[config.mk]
export PLATFORM = sky130hd
export DESIGN_NAME = sipo_product_collector
export DESIGN_NICKNAME = d
export VERILOG_FILES = /design/src/rtl/sipo_product_collector.sv
export SDC_FILE = /design/constraint.sdc
export NUM_CORES = 1
export LEC_CHECK = 0
export ABC_AREA = 1
export CORE_ASPECT_RATIO = 1.25
export CORE_MARGIN = 8
export CORE_UTILIZATION = 30
export DETAILED_ROUTE_END_ITERATION = 16
export PLACE_DENSITY_LB_ADDON = 0.1
export SETUP_SLACK_MARGIN = 0.2
export SYNTH_ARGS = -nofsm -noshare
export SYNTH_HDL_FRONTEND = slang
export SYNTH_SLANG_ARGS = --single-unit
[constraint.sdc]
create_clock -name clk -period 1.5 [get_ports clk]
set_input_delay 0.3 -clock clk [delete_from_list [all_inputs] [get_ports clk]]
set_output_delay 0.3 -clock clk [all_outputs]
set_load 0.01 [all_outputs]
[src/rtl/sipo_product_collector.sv]
// sipo_product_collector: LSB-first serial-to-parallel collector with a double-buffered valid/ready output
module sipo_product_collector #(
    parameter int M = 16
) (
    input  logic                   clk,
    input  logic                   rst,
    input  logic                   clear,
    input  logic                   serial_in,
    input  logic                   serial_valid,
    output logic                   serial_ready,
    output logic [M-1:0]           data_out,
    output logic                   out_valid,
    input  logic                   out_ready,
    output logic [$clog2(M)-1:0]   bit_count
);
    localparam int CW = $clog2(M);
    logic [M-1:0]  shreg_q, shreg_d, data_q, data_d, shifted;
    logic [CW-1:0] cnt_q, cnt_d;
    logic          ov_q, ov_d, last, acc, done;
    // Next-state: shift accepted bits in from the top, publish a frame on its last bit
    always_comb begin
        last         = cnt_q == CW'(M - 1);
        serial_ready = !(ov_q && !out_ready && last);
        acc          = serial_valid && serial_ready && !clear;
        done         = acc && last;
        shifted      = {serial_in, shreg_q[M-1:1]};
        shreg_d      = clear ? '0 : acc ? shifted : shreg_q;
        cnt_d        = clear ? '0 : acc ? (last ? '0 : cnt_q + CW'(1)) : cnt_q;
        data_d       = done ? shifted : data_q;
        ov_d         = done ? 1'b1 : (ov_q && out_ready) ? 1'b0 : ov_q;
    end
    // State registers; reset drops any partial frame and the pending output
    always_ff @(posedge clk or negedge rst) begin
        if (!rst) begin
            shreg_q <= '0;
            cnt_q   <= '0;
            data_q  <= '0;
            ov_q    <= 1'b0;
        end else begin
            shreg_q <= shreg_d;
            cnt_q   <= cnt_d;
            data_q  <= data_d;
            ov_q    <= ov_d;
        end
    end
    assign data_out  = data_q;
    assign out_valid = ov_q;
    assign bit_count = cnt_q;
endmodule

==> Yosys cells after proc, flatten, opt, wreduce, memory -nomap -nowiden <==
Index checks and enable logic that the tools add are counted.
W data, S select, Z words.
{ "word_totals": {"output_inout_bits": 22, "ff_bits": 37, "wordCells": 24} }
{ "classes": {"n_reduce_logical": 11, "addsub": 1, "mux": 7, "n_eq_ne": 1} }
{ "ops": {"columns": ["cell", "count"], "rows": [
  ["$mux W16", 2],
  ["$mux W4", 3],
  ["$logic_and A1 B1 Y1", 6],
  ["$add A4 B1 Y4 const B", 1],
  ["$eq A4 B4 Y1 const B", 1],
  ["$reduce_bool A2 Y1", 2],
  ["$logic_not A1 Y1", 3],
  ["$mux W1", 2]
]} }

==> Longest topological paths before layout <==
Gate-level depths: netlist of run 1.
{ "logic_depth": {"ltp_word": 8, "depth_mapped": 9} }

==> Worst setup path after synthesis of run 1 <==
No wires, ideal clock.
{ "synth_path": {"path_kind": "reg2out", "start": "register cnt_q[0], in the netlist bit_count[0]", "end": "output serial_ready", "required_ps": 1200, "arrival_ps": 1171, "stages_incl_launch_ff": 6, "path_slack_ps": 29, "path_cell_list": "dfrtp_1 ha_1 nand2_2 nor2_8 nand2_4 buf_2"} }
{ "synth_via": {"elab_chain_len": 3} }
{ "synth_rtl": {"columns": ["item", "line", "source"], "rows": [
  ["start, declared", "18", "logic [CW-1:0] cnt_q, cnt_d;"],
  ["start signal, assigned", "41", "cnt_q <= cnt_d;"],
  ["$eq A4 B4 Y1", "22", "last = cnt_q == CW'(M - 1);"],
  ["$logic_and A1 B1 Y1", "23", "serial_ready = !(ov_q && !out_ready && last);"],
  ["$logic_not A1 Y1", "23", null],
  ["end, declared", "10", "output logic serial_ready,"]
]} }
Every way passes these cells.

==> Final worst setup path of run 1 <==
Ends and elaborated chain as after synthesis.

==> results.toml, run 1 <==
[status]
outcome = "finished with violations"
failed_checks = "setup timing"

[clocking]
worst_setup_hold_path_clk_slew_ps = 80
cts_made_buffers = 5
cts_hold_buffers = 0
tritoncts_clock_tree = "yes"
insertion_delay_ps = 290
number_of_levels_the_h_tree_was_split_into = 2
number_of_buffers_on_the_longest_clock_path = 2
clk_root_buffer_cell = "sky130_fd_sc_hd__clkbuf_8"
cts_sinks = 36

[critical_path]
worst-path-stages = 5
path_cells = "ha_4 > nand2_4 > nor2_8 > nand2_4 > buf_6"
critical_path.endpoint = "serial_ready"
data_arrival_time_of_the_critical_path_ps = 1200
ff2ff_setup_slack_ps = 60
worst-path-buf-inv = 1
startpoint_type = "register"
cp_top_family = "flip-flops"
r2r_end = "bit_count[0]"
critical_path.reg2reg.startpoint = "bit_count[0]"
crit_slowest_cell = "sky130_fd_sc_hd__dfrtp_2"
cpMostUsedCell = "sky130_fd_sc_hd__nand2_4"
worst_setup_path_startpoint = "bit_count[0]"
timing.critical_path.to_type = "primary output"
setup.worst_path.class = "register to primary output"
worstPathRequired_ps = 1200
critical_path.max_fanout = 2
cpPeakStageDelay_ps = 440
reg2regPathDepth = 10

[route]
number_of_drc_markers_after_the_initial_detailed_route_iteration = 107
detailed_routing_iterations_pass_1 = 4
totalWireLength_microns = 4320
avgRoutedWirePerCell_microns = 14.5
route.detailed.vias_per_inst = 4.68
drcViolationCount = 0
detail-route-antenna-nets = 0
routed-via-count = 1395

[yosys]
synth_cell_type_count = 19
synthCells = 174
mappedNetlistArea_sq_um = 1680
synth.yosys.seq_area_share_pct = 53.5
yosysWarnings = 0
synthesis.nets = 181
postSynthRegisterBits = 36
synthesis.area_per_instance_sq_um = 9.67

[die]
initial_utilization_pct = 30.9
core_sq_um = 5440
floorplan_row_count = 30
dieArea_sq_um = 8280
ioPinCount = 28
die_w_microns = 83.0
y_dimension_of_the_die_microns = 99.7

[place]
place.port_buffers = 27
place_ws_ps = -342
gp_congestion = 0.725
dpl.hpwl_microns = 2610

[cells_and_area]
antenna_cells_inserted = 0
nFillCells = 499
final_nets = 240
areaGrowthSynthToFinish_pct = 54.7
drive_gt1_share_pct = 47.4

[run]
timing.max_cap.violations = 0

[pwr]
clkPwrFrac_pct = 41.8
combPwrFrac_pct = 9.3
lkg_pwr_nw = 1.31
vdd_ir_drop_max_uv = 545
seqPwrFrac_pct = 48.9
internal_power_mw = 1.55
switching_share_of_power_pct = 23.4
power.density_nw_per_um2 = 778
total_switching_power_mw = 0.473

[grt]
via_count_of_the_first_global_routing_pass = 1408
first_pass_grt_wire_length_microns = 7000
grt_max_degree = 37
global_route.usage.total_pct = 10.4
grt_antenna_before_repair = 0
grt_overflow_total = 0

[sta]
final_hold_viol_count = 0
timing.final.crit_share_pct = 100
finalSetupViolations = 1
hold_slack_ps = 38.8
finalCriticalPeriod_ps = 1500
timing.slew.headroom_pct = 68.4
slew_viol_final = 0
max_slew.worst_pin.slew_ps = 474
grt_setup_unrepaired = "yes"
maxClockFrequency_mhz = 665
post-route-worst-setup-slack_ps = -3.30
fin_skew_ps = 8.40

[hold_path]
min-delay-path-class = "input pin to asynchronous set/reset pin"
## flip-flops by register name, indices dropped and copies added (netlist names)
name       cells
bit_count      4
data_out      16
shreg_q       15
out_valid      1
## placed cells by master (no fill, tap or decap), types with 2 or more instances in the layout
cell type / n
sky130_fd_sc_hd__buf_12: 2
sky130_fd_sc_hd__buf_16: 2
sky130_fd_sc_hd__buf_2: 4
sky130_fd_sc_hd__buf_4: 22
sky130_fd_sc_hd__buf_6: 10
sky130_fd_sc_hd__clkbuf_8: 5
sky130_fd_sc_hd__clkdlybuf4s15_1: 8
sky130_fd_sc_hd__clkdlybuf4s50_1: 4
sky130_fd_sc_hd__dfrtp_1: 34
sky130_fd_sc_hd__dfrtp_2: 2
sky130_fd_sc_hd__dlygate4sd2_1: 9
sky130_fd_sc_hd__inv_1: 20
sky130_fd_sc_hd__nand2_1: 25
sky130_fd_sc_hd__nand2_2: 17
sky130_fd_sc_hd__nand2_4: 3
sky130_fd_sc_hd__nand2_8: 4
sky130_fd_sc_hd__nand3_2: 19
sky130_fd_sc_hd__nand4_1: 18
sky130_fd_sc_hd__o21ai_2: 16
## worst min path at each step
stage / startpoint / to / depth (start not counted) / slack, ps
floorplan: rst / bit_count[0] / 0 / 4
global placement: rst / data_out[3] / 2 / 370
detailed placement: rst / data_out[13] / 2 / 380
CTS: rst / data_out[13] / 2 / 60
global route: rst / data_out[3] / 2 / 80
finish: rst / data_out[3] / 2 / 40
## what timing repair did
item	CTS	global route
pin swaps	16	7
endpoints found under the hold margin	0	0
buffers inserted	7	8
resized for setup	57	20
gates cloned	5	0
setup endpoints to repair	57	52
## cell families after synthesis
family / Yosys count / share of synthesized area, %
xor gates and xnor gates: 1 / 0.521
AOI/OAI and AO/OA: 16 / 8.33
and+or+nand+nor: 88 / 27.1
buffers and inverters: 32 / 9.81
adders and majority gates: 1 / 0.743
DFF: 36 / 53.5
## metrics by stage
step	util (%)	setup TNS, ps	power [mW]	instances	instance area, sq um
3_3_place_gp	40.2	-5970	1.15	270	2190
5_1_grt	47.8	-43.8	2.11	298	2600
3_5_place_dp	40.2	-6500	1.16	270	2190
4_1_cts	45.6	0	2.03	290	2480
2_1_floorplan	-	0	1.08	174	1800
6_report	47.8	-3.30	2.02	298	2600
## worst reg2reg max path: cells and delay by family (launching register included)
| family | cells | cell delay [ps] |
|---|---|---|
| flops | 1 | 400 |
| fa+ha+maj | 1 | 150 |
| simple gates | 7 | 510 |
| buf+inv | 2 | 270 |
## power groups by stage
stage	clock network [mW]	registers (mW)	logic [mW]
after floorplan	0	1.02	0.0663
after global placement	0	1.01	0.145
after detailed placement	0	1.01	0.147
after CTS	0.870	0.990	0.168
after global routing	0.908	0.991	0.208
final	0.846	0.991	0.188
## final cells by class
cell class | instances | area, sq um | area share [%]
timing repair buffer | 61 | 592 | 22.7
sequential | 36 | 903 | 34.7
clock inverter | 2 | 35.0 | 1.35
clock buffer | 6 | 72.6 | 2.79
inverter | 20 | 75.1 | 2.88
multi-input combinational | 109 | 846 | 32.5
tap | 64 | 80.1 | 3.08
## cells in the mapped netlist
| cell | instances | share of area, % |
|---|---|---|
| sky130_fd_sc_hd__nand2_1 | 42 | 9.4 |
| sky130_fd_sc_hd__dfrtp_1 | 36 | 54 |
| sky130_fd_sc_hd__inv_1 | 20 | 4.5 |
| sky130_fd_sc_hd__nand3_1 | 20 | 5.9 |
| sky130_fd_sc_hd__nand4_1 | 18 | 6.7 |
| sky130_fd_sc_hd__o21ai_2 | 16 | 8.3 |
| sky130_fd_sc_hd__buf_6 | 5 | 3.3 |
| sky130_fd_sc_hd__buf_2 | 3 | 0.89 |
| sky130_fd_sc_hd__buf_1 | 2 | 0.45 |
| sky130_fd_sc_hd__nand2_2 | 2 | 0.74 |
| sky130_fd_sc_hd__nand2_4 | 2 | 1.3 |
| sky130_fd_sc_hd__buf_4 | 1 | 0.45 |
| sky130_fd_sc_hd__clkbuf_1 | 1 | 0.22 |
| sky130_fd_sc_hd__ha_1 | 1 | 0.74 |
| sky130_fd_sc_hd__nand4_4 | 1 | 1.3 |
| sky130_fd_sc_hd__nor2_1 | 1 | 0.22 |
| sky130_fd_sc_hd__nor2_8 | 1 | 1.2 |
| sky130_fd_sc_hd__nor3_1 | 1 | 0.30 |
| sky130_fd_sc_hd__xor2_1 | 1 | 0.52 |
## layer usage
layer | track usage [%] | share of wire [%]
met5 | 0 | 0
met2 | 17.2 | 51
met1 | 11.9 | 42
met4 | 4.47 | 2.0
met3 | 3.76 | 4.3
No activity file was read; power rests on OpenSTA's default activity.
==> run 2: changes to the inputs <==
- CORE_UTILIZATION: 30 -> 45
==> run 2 against run 1 <==
  * The flow now finishes without violations
  * Hold slack better by 350 ps
  * Sequential cell count is the same
  * Via count increased by 0.72%
  * Clock power is 16% lower
  * Maximum frequency is 0.44% higher
  * Cell area grew 3.1%
==> results.toml, run 2 (synthesis results as in run 1) <==
[status]
outcome = "finished, final reports clean"

[critical_path]
startpoint_type = "register"
data_arrival_time_of_the_critical_path_ps = 1200
crit_slowest_cell = "sky130_fd_sc_hd__dfrtp_2"
critical_path.max_fanout = 2
cpMostUsedCell = "sky130_fd_sc_hd__nand2_4"
cp_top_family = "flip-flops"
worstPathRequired_ps = 1200
path_cells = "ha_4 > nand2_4 > nor2_8 > nand2_4 > buf_6"
cpPeakStageDelay_ps = 430
setup.worst_path.class = "register to primary output"
worst-path-buf-inv = 1
timing.critical_path.to_type = "primary output"

[route]
totalWireLength_microns = 4390
detail-route-antenna-nets = 0
detailed_routing_iterations_pass_1 = 4
number_of_drc_markers_after_the_initial_detailed_route_iteration = 28
avgRoutedWirePerCell_microns = 16.3
drcViolationCount = 0
route.detailed.vias_per_inst = 5.22
routed-via-count = 1405

[die]
initial_utilization_pct = 45.6
core_sq_um = 3690
floorplan_row_count = 25
die_w_microns = 70.7
dieArea_sq_um = 5960
ioPinCount = 28
y_dimension_of_the_die_microns = 84.4

[clocking]
insertion_delay_ps = 290
clk_root_buffer_cell = "sky130_fd_sc_hd__clkbuf_8"
number_of_levels_the_h_tree_was_split_into = 2
cts_made_buffers = 5
cts_sinks = 36
tritoncts_clock_tree = "yes"
number_of_buffers_on_the_longest_clock_path = 2
worst_setup_hold_path_clk_slew_ps = 70

[place]
place.port_buffers = 27
numPlacedInstances = 244
dpl.hpwl_microns = 2360
gp_congestion = 0.750

[grt]
grt_overflow_total = 0
globalRoute.busiestLayer = "met2"
grt_antenna_before_repair = 0
via_count_of_the_first_global_routing_pass = 1522
first_pass_grt_wire_length_microns = 7220
use_met2_pct = 26.3
globalRouteMet3Util_pct = 4.89
grtUsageMet1_pct = 16.2
grt_max_degree = 38
global_route.usage.total_pct = 15.2

[cells_and_area]
drive_gt1_share_pct = 45.0
final_nets = 235
areaGrowthSynthToFinish_pct = 59.5
nFillCells = 267
flip_flop_count_of_the_largest_register_after_layout = 16
most-common-layout-cells = "sky130_fd_sc_hd__dfrtp_1 (34), sky130_fd_sc_hd__nand2_1 (22), sky130_fd_sc_hd__inv_1 (20), sky130_fd_sc_hd__nand2_4 (20), sky130_fd_sc_hd__nand4_1 (18)"
final-instance-count-excl-fill = 269
mostFrequentLayoutCell = "sky130_fd_sc_hd__dfrtp_1"
antenna_cells_inserted = 0
post-route-util_pct = 72.7

[sta]
timing.slew.headroom_pct = 83.7
finalSetupViolations = 0
maxClockFrequency_mhz = 668
timing.final.crit_share_pct = 99.8
grt_setup_unrepaired = "yes"
final_hold_viol_count = 0
finalCriticalPeriod_ps = 1500
hold_slack_ps = 390
setup_tns_ps = 0
max_slew.worst_pin.slew_ps = 244
fin_skew_ps = 7.94
slew_viol_final = 0

[pwr]
lkg_pwr_nw = 1.32
power.density_nw_per_um2 = 698
vdd_ir_drop_max_uv = 905

[hold_path]
min-delay-path-class = "input pin to asynchronous set/reset pin"

[run]
timing.max_cap.violations = 0
==> run 2: worst register-to-register path, cell delays in order (launching register included) <==
cell                      delay, ps
sky130_fd_sc_hd__dfrtp_2        430
sky130_fd_sc_hd__ha_4           170
sky130_fd_sc_hd__nand2_4         90
sky130_fd_sc_hd__nor2_8          40
sky130_fd_sc_hd__nand2_4         70
sky130_fd_sc_hd__buf_6          130
sky130_fd_sc_hd__buf_12         160
sky130_fd_sc_hd__buf_12         130
sky130_fd_sc_hd__nand4_1        110
sky130_fd_sc_hd__nand2_1        100
==> run 2: per-layer routing <==
metal	wire length, microns	vias up
li1	-	686
met1	1710	685
met2	2460	29
met3	158	5
met4	59	0
met5	0	-
==> run 2: worst paths after layout <==
| check | from | slack, ps | to | cells after the start |
|---|---|---|---|---|
| worst min register to register | data_out[13] | 510 | data_out[13] | 2 |
| worst min-delay path | rst | 390 | shreg_q[12] | 2 |
| max in group asynchronous | rst | 910 | bit_count[0] | 2 |
| worst max register to register | bit_count[1] | 10 | shreg_q[11] | 9 |
| min in group clk | data_out[13] | 510 | data_out[13] | 2 |
| worst max-delay path | bit_count[1] | 3 | serial_ready | 5 |
==> run 2: through the flow <==
stage	setup slack, ps	instance area, sq um	total power, mW
after floorplan	145	1800	1.08
after global placement	-339	2180	1.16
after detailed placement	-347	2180	1.17
after CTS	4.21	2470	1.87
after global routing	-37.7	2680	1.94
final	3.27	2680	1.87
==> run 2: timing repair <==
action / in CTS / in global routing
cloned: 6 / 0
hold buffers: 0 / 0
buffers inserted: 5 / 6
setup endpoints to repair: 58 / 42
resized for setup: 50 / 47
pin swaps: 11 / 5
==> run 2: report_power, final <==
part / switching, mW / total (mW) / internal [mW]
registers: 0.00947 / 0.990 / 0.981
logic: 0.105 / 0.175 / 0.0707
clock network: 0.333 / 0.707 / 0.374
==> run 2: area by class of cell <==
cell class | count | area [sq um] | area share (%)
clock buffer | 8 | 90.1 | 3.36
inverter | 20 | 75.1 | 2.80
tap | 40 | 50.0 | 1.86
sequential | 36 | 903 | 33.7
multi-input combinational | 109 | 918 | 34.2
timing repair buffer | 56 | 647 | 24.1
==> run 3: changes to the inputs <==
- ABC_AREA: 1 -> unset
==> run 3 against run 2 <==
  * The flow now finishes with violations (setup timing)
  * Cell count up 3.0%
  * Via count grew 14%
  * Die area rose by 11%
  * Sequential power hardly changed
  * Worst setup slack lost 150 ps
  * Critical path depth up 1
  * Critical path type is now register to register
  * Synthesized area grew 14%
  * Maximum frequency is 8.9% lower
  * Routed wire length grew 13%
  * Hold slack got worse by 7.2 ps
  * Cell area increased by 2.8%
  * Highest routed layer unchanged
==> results.toml, run 3 <==
[sta]
final_hold_viol_count = 0
fin_skew_ps = 7.68
finalCriticalPeriod_ps = 1640
finalSetupViolations = 17
hold_slack_ps = 383
grt_setup_unrepaired = "yes"
post-route-worst-setup-slack_ps = -144
slew_viol_final = 0
timing.final.crit_share_pct = 110
max_slew.worst_pin.slew_ps = 422
maxClockFrequency_mhz = 608
timing.slew.headroom_pct = 71.8
setup_tns_ps = -2280

[grt]
grtUsageMet1_pct = 18.8
globalRouteMet3Util_pct = 5.05
globalRoute.busiestLayer = "met2"
grt_max_degree = 37
global_route.usage.total_pct = 15.8
via_count_of_the_first_global_routing_pass = 1633
grt_antenna_before_repair = 0
use_met2_pct = 25.0
first_pass_grt_wire_length_microns = 8100
grt_overflow_total = 0

[route]
route.detailed.vias_per_inst = 5.78
routed-via-count = 1602
detail-route-antenna-nets = 0
totalWireLength_microns = 4980
drcViolationCount = 0
avgRoutedWirePerCell_microns = 18.0
number_of_drc_markers_after_the_initial_detailed_route_iteration = 87
detailed_routing_iterations_pass_1 = 4

[pwr]
lkg_pwr_nw = 1.24
power.density_nw_per_um2 = 775
vdd_ir_drop_max_uv = 561

[cells_and_area]
drive_gt1_share_pct = 32.6
areaGrowthSynthToFinish_pct = 43.7
flip_flop_count_of_the_largest_register_after_layout = 16
antenna_cells_inserted = 0
mostFrequentLayoutCell = "sky130_fd_sc_hd__dfrtp_1"
final_nets = 227
most-common-layout-cells = "sky130_fd_sc_hd__dfrtp_1 (34), sky130_fd_sc_hd__nand3_1 (20), sky130_fd_sc_hd__mux2_4 (16)"
final_area_sq_um = 2760
final-instance-count-excl-fill = 277

[place]
dpl.hpwl_microns = 2890
placed_area_sq_um = 2360
numPlacedInstances = 261
place.port_buffers = 27
gp_congestion = 0.780

[yosys]
synth.top_cell.area_share_pct = 46.9
synth_top_area_cell = "sky130_fd_sc_hd__dfrtp_1"
postSynthRegisterBits = 36
synth_area_leaders = "sky130_fd_sc_hd__dfrtp_1 (47%), sky130_fd_sc_hd__mux2_4 (7.8%), sky130_fd_sc_hd__o311ai_0 (5.9%)"
synthesis.area_per_instance_sq_um = 11.0
mappedNetlistArea_sq_um = 1920
ffs_w_async_s_r_synth_pct = 100
synthCells = 175
yosysWarnings = 0
synth_cell_type_count = 29
top_count_cell_post_synth = "sky130_fd_sc_hd__dfrtp_1"
number_of_synthesized_flops_with_an_enable_pin = 0
netlist_top_cells_count = "sky130_fd_sc_hd__dfrtp_1 (36), sky130_fd_sc_hd__nand3_1 (22), sky130_fd_sc_hd__o311ai_0 (13)"
ys.flop_type = "sky130_fd_sc_hd__dfrtp_1"
synth.yosys.seq_area_share_pct = 46.9
synthesis.nets = 182

[critical_path]
cpMostUsedCell = "sky130_fd_sc_hd__and3_4"
startpoint_type = "register"
data_arrival_time_of_the_critical_path_ps = 1820
ff2ff_setup_slack_ps = -140
setup.worst_path.class = "register to register"
r2r_end = "data_out[4]"
reg2regPathDepth = 6
cpPeakStageDelay_ps = 430
worstPathRequired_ps = 1680
timing.critical_path.to_type = "register"
critical_path.reg2reg.startpoint = "bit_count[0]"
crit_slowest_cell = "sky130_fd_sc_hd__dfrtp_2"
critical_path.max_fanout = 6
path_cells = "ha_4 > and3_4 > buf_6 > and3_4 > buf_12 > mux2_4"

[status]
failed_checks = "setup timing"
outcome = "finished with violations"

[die]
floorplan_row_count = 26
initial_utilization_pct = 46.8
dieArea_sq_um = 6620
die_w_microns = 74.4
core_sq_um = 4100
y_dimension_of_the_die_microns = 89.0
ioPinCount = 28

[run]
timing.max_cap.violations = 0

[clocking]
insertion_delay_ps = 300
cts_sinks = 36
number_of_buffers_on_the_longest_clock_path = 2
cts_made_buffers = 5
worst_setup_hold_path_clk_slew_ps = 80
number_of_levels_the_h_tree_was_split_into = 2
clk_root_buffer_cell = "sky130_fd_sc_hd__clkbuf_8"
tritoncts_clock_tree = "yes"

[hold_path]
min-delay-path-class = "input pin to asynchronous set/reset pin"
[run 3: changes by cell type after synthesis, sizes merged, moves of 9 or more]
cell / change
clkbuf: +10
mux2: +16
o311ai: +13
nand2: -43
nor2b: +12
inv: -19
nand4: -19
o21ai: -16
a31oi: +9
[run 3: stage by stage]
step | setup WS [ps] | utilization (%) | power [mW]
after floorplan | -144 | - | 1.14
after global placement | -362 | 57.6 | 1.24
after detailed placement | -452 | 57.6 | 1.24
after CTS | -138 | 63.5 | 2.11
after global routing | -163 | 67.3 | 2.22
final | -144 | 67.3 | 2.14
[run 3: what timing repair did]
| item | in CTS | in global routing |
|---|---|---|
| hold buffers | 0 | 0 |
| setup endpoints to repair | 57 | 44 |
| gates resized for setup | 62 | 32 |
| cloned | 5 | 0 |
| setup buffers | 0 | 3 |
| pin swaps | 3 | 1 |
[run 3: how the worst max path moves through the flow]
stage,from,to,slack (ps),cells past startpoint
global placement,serial_valid,data_out[11],-360,5
global route,bit_count[1],data_out[4],-160,6
floorplan,bit_count[0],data_out[0],-140,6
CTS,bit_count[0],data_out[4],-140,6
detailed placement,serial_valid,shreg_q[8],-450,5
finish,bit_count[0],data_out[4],-140,6
[run 3: layer usage]
layer  part of all wire [%]  up-vias  routed length, microns
met5                      0        -                       0
met4                    2.2        0                     110
met3                    5.9        8                     292
met2                     50       44                    2480
met1                     42      787                    2100
li1                       -      763                       -
[run 3: cells by family (layout without fill, tap and decap cells)]
logic type | count (synthesis) | count (layout) | synth area share, %
muxes | 16 | 16 | 11.3
and+or+nand+nor | 69 | 69 | 22.2
adders and majority gates | 1 | 1 | 0.652
AOI/OAI and AO/OA | 35 | 35 | 13.8
buffers and inverters | 18 | 64 | 5.02
DFF | 36 | 36 | 46.9
[run 3: power breakdown]
group          internal (mW)  leakage [nW]  switching, mW  total [mW]
clock                  0.493        0.0552          0.356       0.849
combinational          0.144         0.687          0.128       0.272
sequential             0.996         0.495         0.0232        1.02
total                   1.63          1.24          0.507        2.14
[run 3: layout make-up]
type | count | area (sq um)
clock buffer | 6 | 72.6
clock inverter | 2 | 35.0
fill | 339 | 1340
inverter | 1 | 7.51
multi-input combinational | 121 | 1050
sequential | 36 | 903
tap | 56 | 70.1
timing repair buffer | 54 | 617
timing repair inverter | 1 | 5.00
[run 3: critical path: cells and delay by family, from the launching register on]
kind,cells,cell delay (ps)
buffers and inverters,2,260
multiplexers,1,290
adder cells (fa/ha/maj),1,170
flip-flops,1,430
AND/OR/NAND/NOR,2,370
